<file path="src/rtl/mmio_initiator.sv">
`default_nettype none
// ============================================================================
// Module   : mmio_initiator
// Brief    : Turns a valid/ready command stream into single-cycle MMIO write
//            and read request pulses, tracks outstanding reads in order,
//            matches read responses by tid and retires silent reads by timeout.
// Revision : 1.0 - initial release
// ============================================================================
module mmio_initiator #(
    parameter int MAX_OUTSTANDING = 4,
    parameter int TIMEOUT         = 256
) (
    input  logic                                   clk,
    input  logic                                   rst,
    // command stream
    input  logic                                   cmd_valid,
    output logic                                   cmd_ready,
    input  logic                                   cmd_write,
    input  logic [15:0]                            cmd_addr,
    input  logic [63:0]                            cmd_wdata,
    // MMIO request channel towards the AFU
    output logic                                   mmio_wr_valid,
    output logic                                   mmio_rd_valid,
    output logic [15:0]                            mmio_address,
    output logic [8:0]                             mmio_tid,
    output logic [63:0]                            mmio_data,
    // read responses from the AFU
    input  logic                                   rsp_in_valid,
    input  logic [8:0]                             rsp_in_tid,
    input  logic [63:0]                            rsp_in_data,
    // read completions
    output logic                                   rd_valid,
    output logic [15:0]                            rd_addr,
    output logic [63:0]                            rd_data,
    output logic                                   rd_timeout,
    output logic [$clog2(MAX_OUTSTANDING+1)-1:0]   outstanding,
    output logic                                   err_tid
);

    localparam int               PTR_W    = $clog2(MAX_OUTSTANDING);
    localparam int               CNT_W    = $clog2(MAX_OUTSTANDING + 1);
    localparam int               TMR_W    = $clog2(TIMEOUT);
    localparam logic [CNT_W-1:0] DEPTH    = CNT_W'(MAX_OUTSTANDING);
    localparam logic [TMR_W-1:0] TMO_LAST = TMR_W'(TIMEOUT - 1);
    localparam logic [63:0]      TMO_DATA = 64'hFFFF_FFFF_FFFF_FFFF;

    // In-order read tracking queue (tid + address per entry)
    logic [8:0]       tid_q  [MAX_OUTSTANDING];
    logic [15:0]      addr_q [MAX_OUTSTANDING];
    logic [PTR_W-1:0] wr_ptr;
    logic [PTR_W-1:0] rd_ptr;
    logic [8:0]       tid_ctr;
    logic [TMR_W-1:0] head_timer;

    logic             accept;
    logic             push;
    logic             q_empty;
    logic [8:0]       head_tid;
    logic [15:0]      head_addr;
    logic             rsp_match;
    logic             rsp_miss;
    logic             timeout_hit;
    logic             pop;

    // The outstanding counter doubles as the queue occupancy, so ready is
    // purely a function of registered state.
    assign cmd_ready   = (outstanding < DEPTH);
    assign accept      = cmd_valid && cmd_ready;
    assign push        = accept && !cmd_write;
    assign q_empty     = (outstanding == '0);
    assign head_tid    = tid_q[rd_ptr];
    assign head_addr   = addr_q[rd_ptr];

    // A matching response always wins over a timeout in the same cycle.
    assign rsp_match   = rsp_in_valid && !q_empty && (rsp_in_tid == head_tid);
    assign rsp_miss    = rsp_in_valid && !rsp_match;
    assign timeout_hit = !q_empty && !rsp_match && (head_timer == TMO_LAST);
    assign pop         = rsp_match || timeout_hit;

    // Queue payload storage; only written on a read accept, so no reset needed.
    always_ff @(posedge clk) begin
        if (push) begin
            tid_q[wr_ptr]  <= tid_ctr;
            addr_q[wr_ptr] <= cmd_addr;
        end
    end

    // Queue pointers, occupancy, tid allocation and head-of-queue timer.
    always_ff @(posedge clk or posedge rst) begin
        if (rst) begin
            wr_ptr      <= '0;
            rd_ptr      <= '0;
            outstanding <= '0;
            tid_ctr     <= '0;
            head_timer  <= '0;
        end else begin
            if (push) begin
                wr_ptr  <= wr_ptr + PTR_W'(1);
                tid_ctr <= tid_ctr + 9'd1;
            end
            if (pop) begin
                rd_ptr <= rd_ptr + PTR_W'(1);
            end
            outstanding <= outstanding + CNT_W'(push) - CNT_W'(pop);
            // Timer restarts whenever a new entry becomes head: after a pop,
            // or when pushing into an empty queue (occupancy was zero).
            if (pop || q_empty) begin
                head_timer <= '0;
            end else begin
                head_timer <= head_timer + TMR_W'(1);
            end
        end
    end

    // Registered MMIO request pulses; fields are zero when no request is issued.
    always_ff @(posedge clk or posedge rst) begin
        if (rst) begin
            mmio_wr_valid <= 1'b0;
            mmio_rd_valid <= 1'b0;
            mmio_address  <= '0;
            mmio_tid      <= '0;
            mmio_data     <= '0;
        end else begin
            mmio_wr_valid <= accept && cmd_write;
            mmio_rd_valid <= push;
            mmio_address  <= accept ? cmd_addr : 16'd0;
            mmio_tid      <= push ? tid_ctr : 9'd0;
            mmio_data     <= (accept && cmd_write) ? cmd_wdata : 64'd0;
        end
    end

    // Registered read completions plus the sticky unmatched-response flag.
    always_ff @(posedge clk or posedge rst) begin
        if (rst) begin
            rd_valid   <= 1'b0;
            rd_addr    <= '0;
            rd_data    <= '0;
            rd_timeout <= 1'b0;
            err_tid    <= 1'b0;
        end else begin
            rd_valid   <= pop;
            rd_addr    <= pop ? head_addr : 16'd0;
            rd_timeout <= timeout_hit;
            if (rsp_match) begin
                rd_data <= rsp_in_data;
            end else if (timeout_hit) begin
                rd_data <= TMO_DATA;
            end else begin
                rd_data <= 64'd0;
            end
            if (rsp_miss) begin
                err_tid <= 1'b1;
            end
        end
    end

endmodule
`default_nettype wire

</file>
<file path="config.mk">
export PLATFORM = sky130hd
export DESIGN_NAME = mmio_initiator
export DESIGN_NICKNAME = d
export VERILOG_FILES = /design/src/rtl/mmio_initiator.sv
export SDC_FILE = /design/constraint.sdc
export NUM_CORES = 1
export LEC_CHECK = 0
export ABC_AREA = 1
export ABC_CLOCK_PERIOD_IN_PS = 10800
export CAP_MARGIN = 20
export CORE_MARGIN = 1
export CORE_UTILIZATION = 44
export CTS_BUF_LIST = sky130_fd_sc_hd__clkbuf_4 sky130_fd_sc_hd__clkbuf_8 sky130_fd_sc_hd__clkbuf_16
export CTS_CLUSTER_SIZE = 25
export DETAILED_ROUTE_END_ITERATION = 16
export PLACE_DENSITY = 0.72
export RECOVER_POWER = 25
export SYNTH_ARGS = -nofsm -noshare
export SYNTH_HDL_FRONTEND = slang
export SYNTH_SLANG_ARGS = --single-unit
export TNS_END_PERCENT = 100
</file>
<file path="constraint.sdc">
create_clock -name clk -period 10.8 [get_ports clk]
set_input_delay 2.16 -clock clk [delete_from_list [all_inputs] [get_ports clk]]
set_output_delay 2.16 -clock clk [all_outputs]
set_load 0.005 [all_outputs]
</file>
==> results of run 1 <==
==> power breakdown <==
part / switching, W / internal, W
combinational: 0.000196 / 0.000184
clock: 0.000428 / 0.000584
sequential: 0.0000600 / 0.00128
total: 0.000685 / 0.00205
==> routing by layer <==
metal	track usage, %	vias to the layer above
met5	0	-
met4	6.80	0
met3	3.92	50
met1	25.9	3599
met2	35.0	265
li1	-	3684
==> path summary, 6_finish.rpt <==
path / slack, ps / from / cells past startpoint / end
setup / recovery: 6280 / cmd_valid / 10 / outstanding[2]
hold / removal: 460 / head_timer[0] / 1 / head_timer[0]
setup reg to reg: 7280 / rd_ptr[0] / 17 / outstanding[2]
hold reg to reg: 460 / head_timer[0] / 1 / head_timer[0]
max in group asynchronous: 7160 / rst / 3 / rd_addr[3]
min in group asynchronous: 2350 / rst / 2 / mmio_data[3]
==> cells in the final DEF, fill, tap and decap left out, drive strengths merged, types with 16 or more instances in the layout <==
master / instances
clkdlybuf4s50: 316
nor2: 293
dfrtp: 198
inv: 142
edfxtp: 100
nand2: 83
clkbuf: 44
o21ai: 35
nand3: 31
dlygate4sd3: 19
o22ai: 16
==> stage by stage <==
| stage | setup slack, ps | hold slack (ps) | cell area [um^2] |
|---|---|---|---|
| after global routing | 6140 | 480 | 15500 |
| after floorplan | 3240 | 433 | 11000 |
| after global placement | 5880 | 445 | 14500 |
| after detailed placement | 5800 | 447 | 14500 |
| final | 6280 | 457 | 15500 |
| after CTS | 6350 | 461 | 15500 |
==> synthesized netlist by cell type <==
cell	count	area [um^2]
inv_1	135	507
nor2_1	285	1070
o21ai_0	34	170
buf_2	2	10.0
clkinv_1	1	3.75
nor3_1	2	10.0
nand4_1	2	12.5
edfxtp_1	100	3000
nand3_2	2	20.0
buf_4	3	22.5
nand3b_1	2	15.0
ha_1	8	100
a21oi_1	4	20.0
nor2_2	8	50.1
inv_2	2	7.51
fa_1	1	20.0
nand3_1	29	145
inv_4	3	18.8
nor4_1	1	6.26
xor2_1	11	96.3
or2_2	1	6.26
a21o_1	1	7.51
nand2_4	1	11.3
nand2_1	82	308
o22ai_1	16	100
xnor2_1	3	26.3
dfrtp_1	198	4950
buf_6	14	158
clkbuf_1	20	75.1
o21ai_1	1	5.00
==> flip-flops by register name, summed over array words and instances, names as in the netlist <==
register,count
head_timer,8
mmio_wr_valid,1
outstanding,3
mmio_rd_valid,1
wr_ptr,2
addr_q,64
rd_timeout,1
tid_q,36
rd_ptr,2
rd_valid,1
mmio_address,16
tid_ctr,9
mmio_tid,9
rd_addr,16
err_tid,1
rd_data,64
mmio_data,64
==> layout make-up <==
class | count | area (um^2)
clock buffer | 43 | 902
fill | 1932 | 8870
timing repair buffer | 344 | 3420
tap | 324 | 405
inverter | 141 | 544
sequential | 298 | 7960
multi-input combinational | 494 | 2210
clock inverter | 14 | 83.8
==> cells by family after synthesis <==
group,after synthesis,synth area share [%]
compound gates,56,2.76
simple gates,415,15.1
flops,298,72.6
fa+ha+maj,9,1.10
buf+inv,180,7.32
xor+xnor,14,1.12
==> worst max-delay path: cells and delay by family <==
| family | cells | cell delay (ps) |
|---|---|---|
| adders and majority gates | 3 | 1080 |
| and+or+nand+nor | 2 | 810 |
| buffers and inverters | 3 | 600 |
| xor gates and xnor gates | 2 | 280 |
==> flow_summary.json, run 1 <==
{
  "status": "complete, no violations",
  "grt_pass1_wl_mm": 41.0,
  "die_area_um2": 25500,
  "drv_cap": 0,
  "worst_pin_slew_ps": 980,
  "hold_path.class": "flip-flop to flip-flop",
  "hold_viol": 0,
  "cts-htree-levels": 1,
  "ctsResizeCount": 0,
  "wl_met3_mm": 1.61,
  "detail-route-antenna-nets": 0,
  "yosys_warnings": 0,
  "gp_congestion": 0.769,
  "synth_cell_type_count": 30,
  "io_buffers": 335,
  "top_layer": "met4",
  "syn_to_final_growth_pct": 41.6,
  "clockBufferDepth": 3,
  "arrival_ps": 4940,
  "rsz0062_at_grt": "no",
  "ys_ff_latch": 298,
  "fin_nets": 1477,
  "drtPass1Iterations": 4,
  "synth_seq_area_share_pct": 72.6,
  "wl_per_cell_um": 15.7,
  "critPathMaxStageDelay_ps": 550,
  "max_slew_margin_pct": 34.7,
  "critPathLaunchType": "input pin",
  "period_share_pct": 41.9,
  "hold_buffers": 0,
  "via_per_inst": 4.58,
  "critical_path_class": "input pin to flip-flop",
  "drtIter0Drc": 478,
  "core_um2": 24400,
  "fin_crit_ps": 4520,
  "diodes": 0,
  "drive_gt1_share_pct": 6.30,
  "clockRootBuffer": "clkbuf_16",
  "synthesis.area_um2": 11000,
  "crit_slowest_cell": "nand2_1",
  "cts_made_buffers": 31,
  "cp_cell_sequence": "dlygate4sd3_1, inv_1, nor2_1, nand2_1, ha_1, inv_1, ha_1, fa_1, xnor2_1, xor2_1",
  "cts_tree": "done",
  "grt_pass1_vias": 7653,
  "setup_violations": 0,
  "max_freq_mhz": 221,
  "wl_mm": 26.1,
  "cp_max_fo": 18,
  "start_util_pct": 44.9,
  "fin_util_pct": 63.6,
  "met2_length_mm": 13.0,
  "clk_pin_slew_ps": 60,
  "setup_tns_ps": 0,
  "grt_max_degree": 144,
  "placed_cells": 1601,
  "rows": 57,
  "clock_skew_ps": 27.1,
  "postCtsSetupBuffers": 0,
  "final_max_slew_viol_count": 0,
  "syn_avg_cell_area_um2": 11.3,
  "cts_num_sinks": 298,
  "antenna_found_initial": 0,
  "critPathRequiredTime_ps": 11220,
  "power_w": 0.00274,
  "synth_nets": 1139,
  "cp-end-kind": "flip-flop",
  "io_pins": 336,
  "met1Wirelength_mm": 10.7,
  "irDropWorstVdd_mv": 0.119,
  "die_w_um": 160,
  "fin_cells": 1658,
  "cellLeakagePower_nw": 7.32,
  "insertion_delay_ps": 560,
  "overflow": 0,
  "die_y_um": 160,
  "track_usage_pct": 20.3,
  "num_vias": 7598,
  "hpwl_mm": 17.2,
  "power.density_nw_per_um2": 176,
  "drcViolationCount": 0,
  "syn_inst": 972
}
Power figures use the tool's default switching activity.
==> inputs of run 2 (changes only) <==
--- a/config.mk
+++ b/config.mk
@@ -6,10 +6,10 @@
 export NUM_CORES = 1
 export LEC_CHECK = 0
 export ABC_AREA = 1
-export ABC_CLOCK_PERIOD_IN_PS = 10800
+export ABC_CLOCK_PERIOD_IN_PS = 4080
 export CAP_MARGIN = 20
 export CORE_MARGIN = 1
-export CORE_UTILIZATION = 44
+export CORE_UTILIZATION = 42
 export CTS_BUF_LIST = sky130_fd_sc_hd__clkbuf_4 sky130_fd_sc_hd__clkbuf_8 sky130_fd_sc_hd__clkbuf_16
 export CTS_CLUSTER_SIZE = 25
 export DETAILED_ROUTE_END_ITERATION = 16
==> constraint.sdc (replaced) <==
create_clock -name clk -period 4.08 [get_ports clk]
set_input_delay 0.816 -clock clk [delete_from_list [all_inputs] [get_ports clk]]
set_output_delay 0.816 -clock clk [all_outputs]
set_load 0.005 [all_outputs]
==> run 2 against run 1 <==
  * The flow now finishes with violations (max-capacitance violations, max-slew violations)
  * Clock power rose to 3.0 times the previous value
  * Critical path depth down 7
  * Setup slack worse by 5300 ps
  * Non-clock buffer count up 5
  * Clock skew down 14 ps
  * Final cell count up 1.1%
  * Critical endpoint is now mmio_address[4]
  * Largest power group unchanged
==> flow_summary.json, run 2 (same netlist as run 1, synthesis figures left out) <==
{
  "status": "finished with violations",
  "violations": "max-capacitance violations, max-slew violations",
  "postCtsSetupBuffers": 0,
  "r2r_cells": 15,
  "drv_cap": 1,
  "hpwl_mm": 18.4,
  "num_vias": 7639,
  "p_sw_share_pct": 24.6,
  "reg.largest.list": "addr_q (64), mmio_data (64), rd_data (64)",
  "clk_pin_slew_ps": 60,
  "fin_util_pct": 61.9,
  "critPathLaunchType": "input pin",
  "p_sw_w": 0.00186,
  "arrival_ps": 3470,
  "hp-start": "head_timer[0]",
  "r2r_end": "outstanding[2]",
  "grt_pass1_wl_mm": 40.7,
  "hold_path.class": "flip-flop to flip-flop",
  "grt_pass1_vias": 7425,
  "critical-path-top-delay-family": "buffers and inverters",
  "io_pins": 336,
  "fill_cells": 2001,
  "crit_buf_inv": 3,
  "cts_made_buffers": 34,
  "power.density_nw_per_um2": 480,
  "hold_viol": 0,
  "die_y_um": 164,
  "power_frac_comb_pct": 13.3,
  "critPathMaxStageDelay_ps": 1160,
  "gp_congestion": 0.810,
  "max_slew_margin_pct": -2.94,
  "syn_to_final_growth_pct": 43.4,
  "layout_common_cells": "clkdlybuf4s50_1 (317), nor2_1 (281), dfrtp_1 (198), inv_1 (134), edfxtp_1 (100)",
  "cts_num_sinks": 298,
  "overflow": 0,
  "hold_buffers": 0,
  "drcViolationCount": 0,
  "crit_slowest_cell": "clkbuf_2",
  "multi_input_area_um2": 2210,
  "fin_nets": 1485,
  "start_util_pct": 43.1,
  "core_um2": 25400,
  "crit_cells": 3,
  "whs_endpoint": "head_timer[0]",
  "sequentialPowerShare_pct": 47.1,
  "cts-htree-levels": 2,
  "die_area_um2": 26700,
  "drtPass1Iterations": 5,
  "r2r_setup_slack_ps": 1080,
  "rsz0062_at_grt": "no",
  "detail-route-antenna-nets": 0,
  "cp_max_fo": 53,
  "antenna_found_initial": 1,
  "wl_per_cell_um": 16.3,
  "io_buffers": 335,
  "setup_violations": 0,
  "clock_skew_ps": 13.5,
  "period_share_pct": 75.6,
  "drive_gt1_share_pct": 6.99,
  "setup_ws_ps": 994,
  "cp_cell_sequence": "dlygate4sd3_1, clkinvlp_2, clkbuf_2",
  "min_path_cells": 1,
  "clockRootBuffer": "clkbuf_16",
  "grt_max_degree": 81,
  "setup_tns_ps": 0,
  "clockBufferDepth": 3,
  "rows": 58,
  "critical_path_class": "input pin to asynchronous set/reset pin",
  "wl_mm": 27.4,
  "preCtsSetupSlack_ps": 797,
  "critPathRequiredTime_ps": 4470,
  "cellLeakagePower_nw": 7.41,
  "ctsResizeCount": 0,
  "power.clock.fraction_pct": 39.6,
  "irDropWorstVdd_mv": 0.363,
  "final_max_slew_viol_count": 31,
  "via_per_inst": 4.56,
  "fin_crit_ps": 3090,
  "regArea_um2": 7960,
  "p_int_w": 0.00569,
  "power_w": 0.00755,
  "drtIter0Drc": 541,
  "die_w_um": 164,
  "insertion_delay_ps": 510,
  "cp-end-kind": "asynchronous set/reset pin",
  "track_usage_pct": 20.1,
  "reg2reg_from": "rd_ptr[0]",
  "layout_commonest_cell": "clkdlybuf4s50_1",
  "max_freq_mhz": 324,
  "worst_pin_slew_ps": 1540,
  "cts_tree": "done"
}
run 2: changes by cell type in the layout (fill, tap and decap cells not counted), moves of 2 or more:
cell	previous run	this run
buf_4	8	10
clkbuf_16	32	34
clkbuf_8	3	8
clkinv_2	7	4
diode_2	0	3
run 2: area by class of cell:
cell class                      instances  area share (%)
Clock inverter                         13           0.725
Tap cell                              330            2.63
Inverter                              141            3.42
Antenna cell                            3          0.0478
Sequential cell                       298            50.6
Timing Repair Buffer                  349            22.0
Multi-Input combinational cell        494            14.1
Clock buffer                           49            6.45
run 2: worst max path at each step:
stage	endpoint	start
4_1_cts	outstanding[2]	rd_ptr[0]
6_report	mmio_address[4]	rst
5_1_grt	mmio_address[12]	rst
2_1_floorplan	err_tid	rst
3_5_place_dp	outstanding[2]	rsp_in_tid[4]
3_3_place_gp	outstanding[2]	rsp_in_tid[4]
run 2: power groups by stage:
| stage | registers (W) | logic [W] | clock network [W] |
|---|---|---|---|
| global route | 0.00358 | 0.00112 | 0.00317 |
| CTS | 0.00356 | 0.00104 | 0.00306 |
| global placement | 0.00360 | 0.00100 | 0 |
| detailed placement | 0.00361 | 0.00103 | 0 |
| finish | 0.00356 | 0.00101 | 0.00299 |
| floorplan | 0.00358 | 0.000451 | 0 |
run 2: metrics by stage:
step                      instances  hold slack, ps  cell area, um^2
after floorplan                 972             433            11000
after global routing           1675             474            15700
final                          1677             460            15700
after CTS                      1674             466            15700
after global placement         1612             447            14600
after detailed placement       1612             457            14600
run 2: metal layers:
metal	vias up	part of all wire (%)	track usage (%)	routed length, um
met5	-	0	0	0
met2	246	52	34.8	14100
li1	3697	-	-	-
met1	3650	41	24.8	11100
met4	0	2.4	8.04	657
met3	46	5.5	3.48	1490
==> inputs of run 3 (changes only) <==
--- a/config.mk
+++ b/config.mk
@@ -6,7 +6,7 @@
 export NUM_CORES = 1
 export LEC_CHECK = 0
 export ABC_AREA = 1
-export ABC_CLOCK_PERIOD_IN_PS = 4080
+export ABC_CLOCK_PERIOD_IN_PS = 2500
 export CAP_MARGIN = 20
 export CORE_MARGIN = 1
 export CORE_UTILIZATION = 42
==> constraint.sdc (replaced) <==
create_clock -name clk -period 2.5 [get_ports clk]
set_input_delay 0.5 -clock clk [delete_from_list [all_inputs] [get_ports clk]]
set_output_delay 0.5 -clock clk [all_outputs]
set_load 0.005 [all_outputs]
==> run 3 against run 2 <==
  * The run ends with negative setup slack left
  * Via count is 1.6% higher
  * Setup slack worse by 1000 ps
  * Sequential power is 63% higher
  * Final area is 1.1% higher
  * Final cell count is 0.66% higher
  * Wire length is 3.1% lower
  * Clock power is 51% higher
  * Non-clock buffer count is 20 higher
  * Global-route usage is 0.53 points lower
  * Combinational power is 73% higher
  * Clock skew is 9.2 ps higher
  * Critical endpoint is now outstanding[2]
  * Largest cell class unchanged
  * Highest routed layer unchanged
==> flow_summary.json, run 3 (same netlist as run 1, synthesis figures left out) <==
{
  "status": "finished with violations",
  "violations": "negative setup slack",
  "reg2reg_from": "rd_ptr[0]",
  "insertion_delay_ps": 550,
  "antenna_found_initial": 0,
  "start_util_pct": 43.1,
  "drtPass1Iterations": 5,
  "cp_max_fo": 19,
  "r2r_end": "outstanding[2]",
  "overflow": 0,
  "reg.largest.list": "addr_q (64), mmio_data (64), rd_data (64)",
  "num_vias": 7762,
  "r2r_cells": 17,
  "grt_pass1_wl_mm": 40.1,
  "io_buffers": 335,
  "critPathLaunchType": "flip-flop",
  "wl_per_cell_um": 15.7,
  "cts-htree-levels": 1,
  "fin_nets": 1502,
  "clk_pin_slew_ps": 60,
  "io_pins": 336,
  "critical_path_class": "flip-flop to flip-flop",
  "placed_area_um2": 14900,
  "diodes": 0,
  "layout_commonest_cell": "clkdlybuf4s50_1",
  "setup_violations": 1,
  "cellLeakagePower_nw": 7.49,
  "drtIter0Drc": 505,
  "hold_viol": 0,
  "detail-route-antenna-nets": 0,
  "power.density_nw_per_um2": 759,
  "setup_ws_ps": -53.9,
  "drive_gt1_share_pct": 8.76,
  "clockRootBuffer": "clkbuf_16",
  "track_usage_pct": 19.5,
  "irDropWorstVdd_mv": 0.518,
  "final_max_slew_viol_count": 0,
  "rsz0062_at_grt": "yes",
  "placed_cells": 1632,
  "fin_cells": 1688,
  "cts_made_buffers": 31,
  "cp-end-kind": "flip-flop",
  "postCtsSetupBuffers": 0,
  "drv_cap": 0,
  "die_w_um": 164,
  "r2r_setup_slack_ps": -50,
  "fin_crit_ps": 2550,
  "syn_to_final_growth_pct": 44.9,
  "die_area_um2": 26700,
  "worst_pin_slew_ps": 1330,
  "rows": 58,
  "grt_pass1_vias": 7442,
  "clock_skew_ps": 22.7,
  "hold_path.class": "input pin to asynchronous set/reset pin",
  "die_y_um": 164,
  "fin_area_um2": 15900,
  "max_slew_margin_pct": 11.5,
  "cts_num_sinks": 298,
  "fill_cells": 2018,
  "arrival_ps": 2980,
  "grt_max_degree": 69,
  "clockBufferDepth": 3,
  "hpwl_mm": 18.4,
  "layout_common_cells": "clkdlybuf4s50_1 (318), nor2_1 (280), dfrtp_1 (197), inv_1 (134), edfxtp_1 (100)",
  "critPathRequiredTime_ps": 2930,
  "core_um2": 25400,
  "cts_tree": "done",
  "wl_mm": 26.5,
  "max_freq_mhz": 392,
  "drcViolationCount": 0,
  "period_share_pct": 102,
  "gp_congestion": 0.764,
  "via_per_inst": 4.60
}
-- run 3: cell count changes in the layout (fill, tap and decap cells not counted), sizes merged --
cell	before	now
clkbuf	52	46
diode	3	0
bufinv	1	2
dlygate4sd3	18	17
buf	11	31
clkdlybuf4s50	317	318
inv	143	141
clkinv	8	9
-- run 3: worst max-delay path: stages (launching register included) --
cell	delay, ps
dfrtp_2	450
buf_12	170
nand2_1	60
nand3_1	90
nand2_2	100
nand2_1	60
nand2_1	90
inv_2	30
nand2_1	50
nor2_1	40
nand3_2	80
nand2_4	50
ha_1	270
inv_1	30
ha_1	180
fa_2	360
xnor2_2	150
xor2_1	140
-- run 3: where the power goes --
group	switching, W	internal, W	total [W]
clock network	0.00181	0.00270	0.00452
registers	0.000256	0.00554	0.00580
logic	0.000869	0.000883	0.00175
-- run 3: final cells by class --
type	instances	area [um^2]	area share, %
Inverter	141	543	3.42
Timing Repair Buffer	369	3700	23.3
Clock inverter	13	124	0.780
Tap cell	330	413	2.60
Multi-Input combinational cell	494	2250	14.2
Clock buffer	43	897	5.65
Sequential cell	298	7960	50.1
-- run 3: stage by stage --
stage	hold slack, ps	setup TNS [ps]	power, W	setup slack, ps	utilization [%]
floorplan	433	-110950	0.00658	-560	-
global placement	443	-412	0.00758	-250	58.5
detailed placement	453	-529	0.00763	-320	58.5
CTS	256	-49.1	0.0122	-49.1	62.5
global route	432	-239	0.0126	-187	62.5
finish	397	-53.9	0.0121	-53.9	62.5
-- run 3: how the worst max path moves through the flow --
stage | cells after the start | slack (ps) | end | startpoint
2_1_floorplan | 1 | -560 | err_tid | rst
3_3_place_gp | 13 | -250 | outstanding[2] | rsp_in_tid[4]
3_5_place_dp | 13 | -320 | outstanding[2] | rsp_in_tid[6]
4_1_cts | 15 | -50 | outstanding[2] | rd_ptr[0]
5_1_grt | 17 | -190 | outstanding[2] | rd_ptr[0]
6_report | 17 | -50 | outstanding[2] | rd_ptr[0]
-- run 3: metal layers --
layer | part of all wire [%] | GRT usage, % | wire [um]
met2 | 51 | 33.5 | 13400
met1 | 40 | 24.7 | 10700
met4 | 3.1 | 6.78 | 821
met3 | 6.0 | 3.63 | 1580
met5 | 0 | 0 | 0
-- run 3: repair_timing --
item | in CTS | in global routing
pin swaps | 0 | 2
hold buffers | 0 | 0
endpoints found under the setup margin | 2 | 10
gates resized for setup | 2 | 11
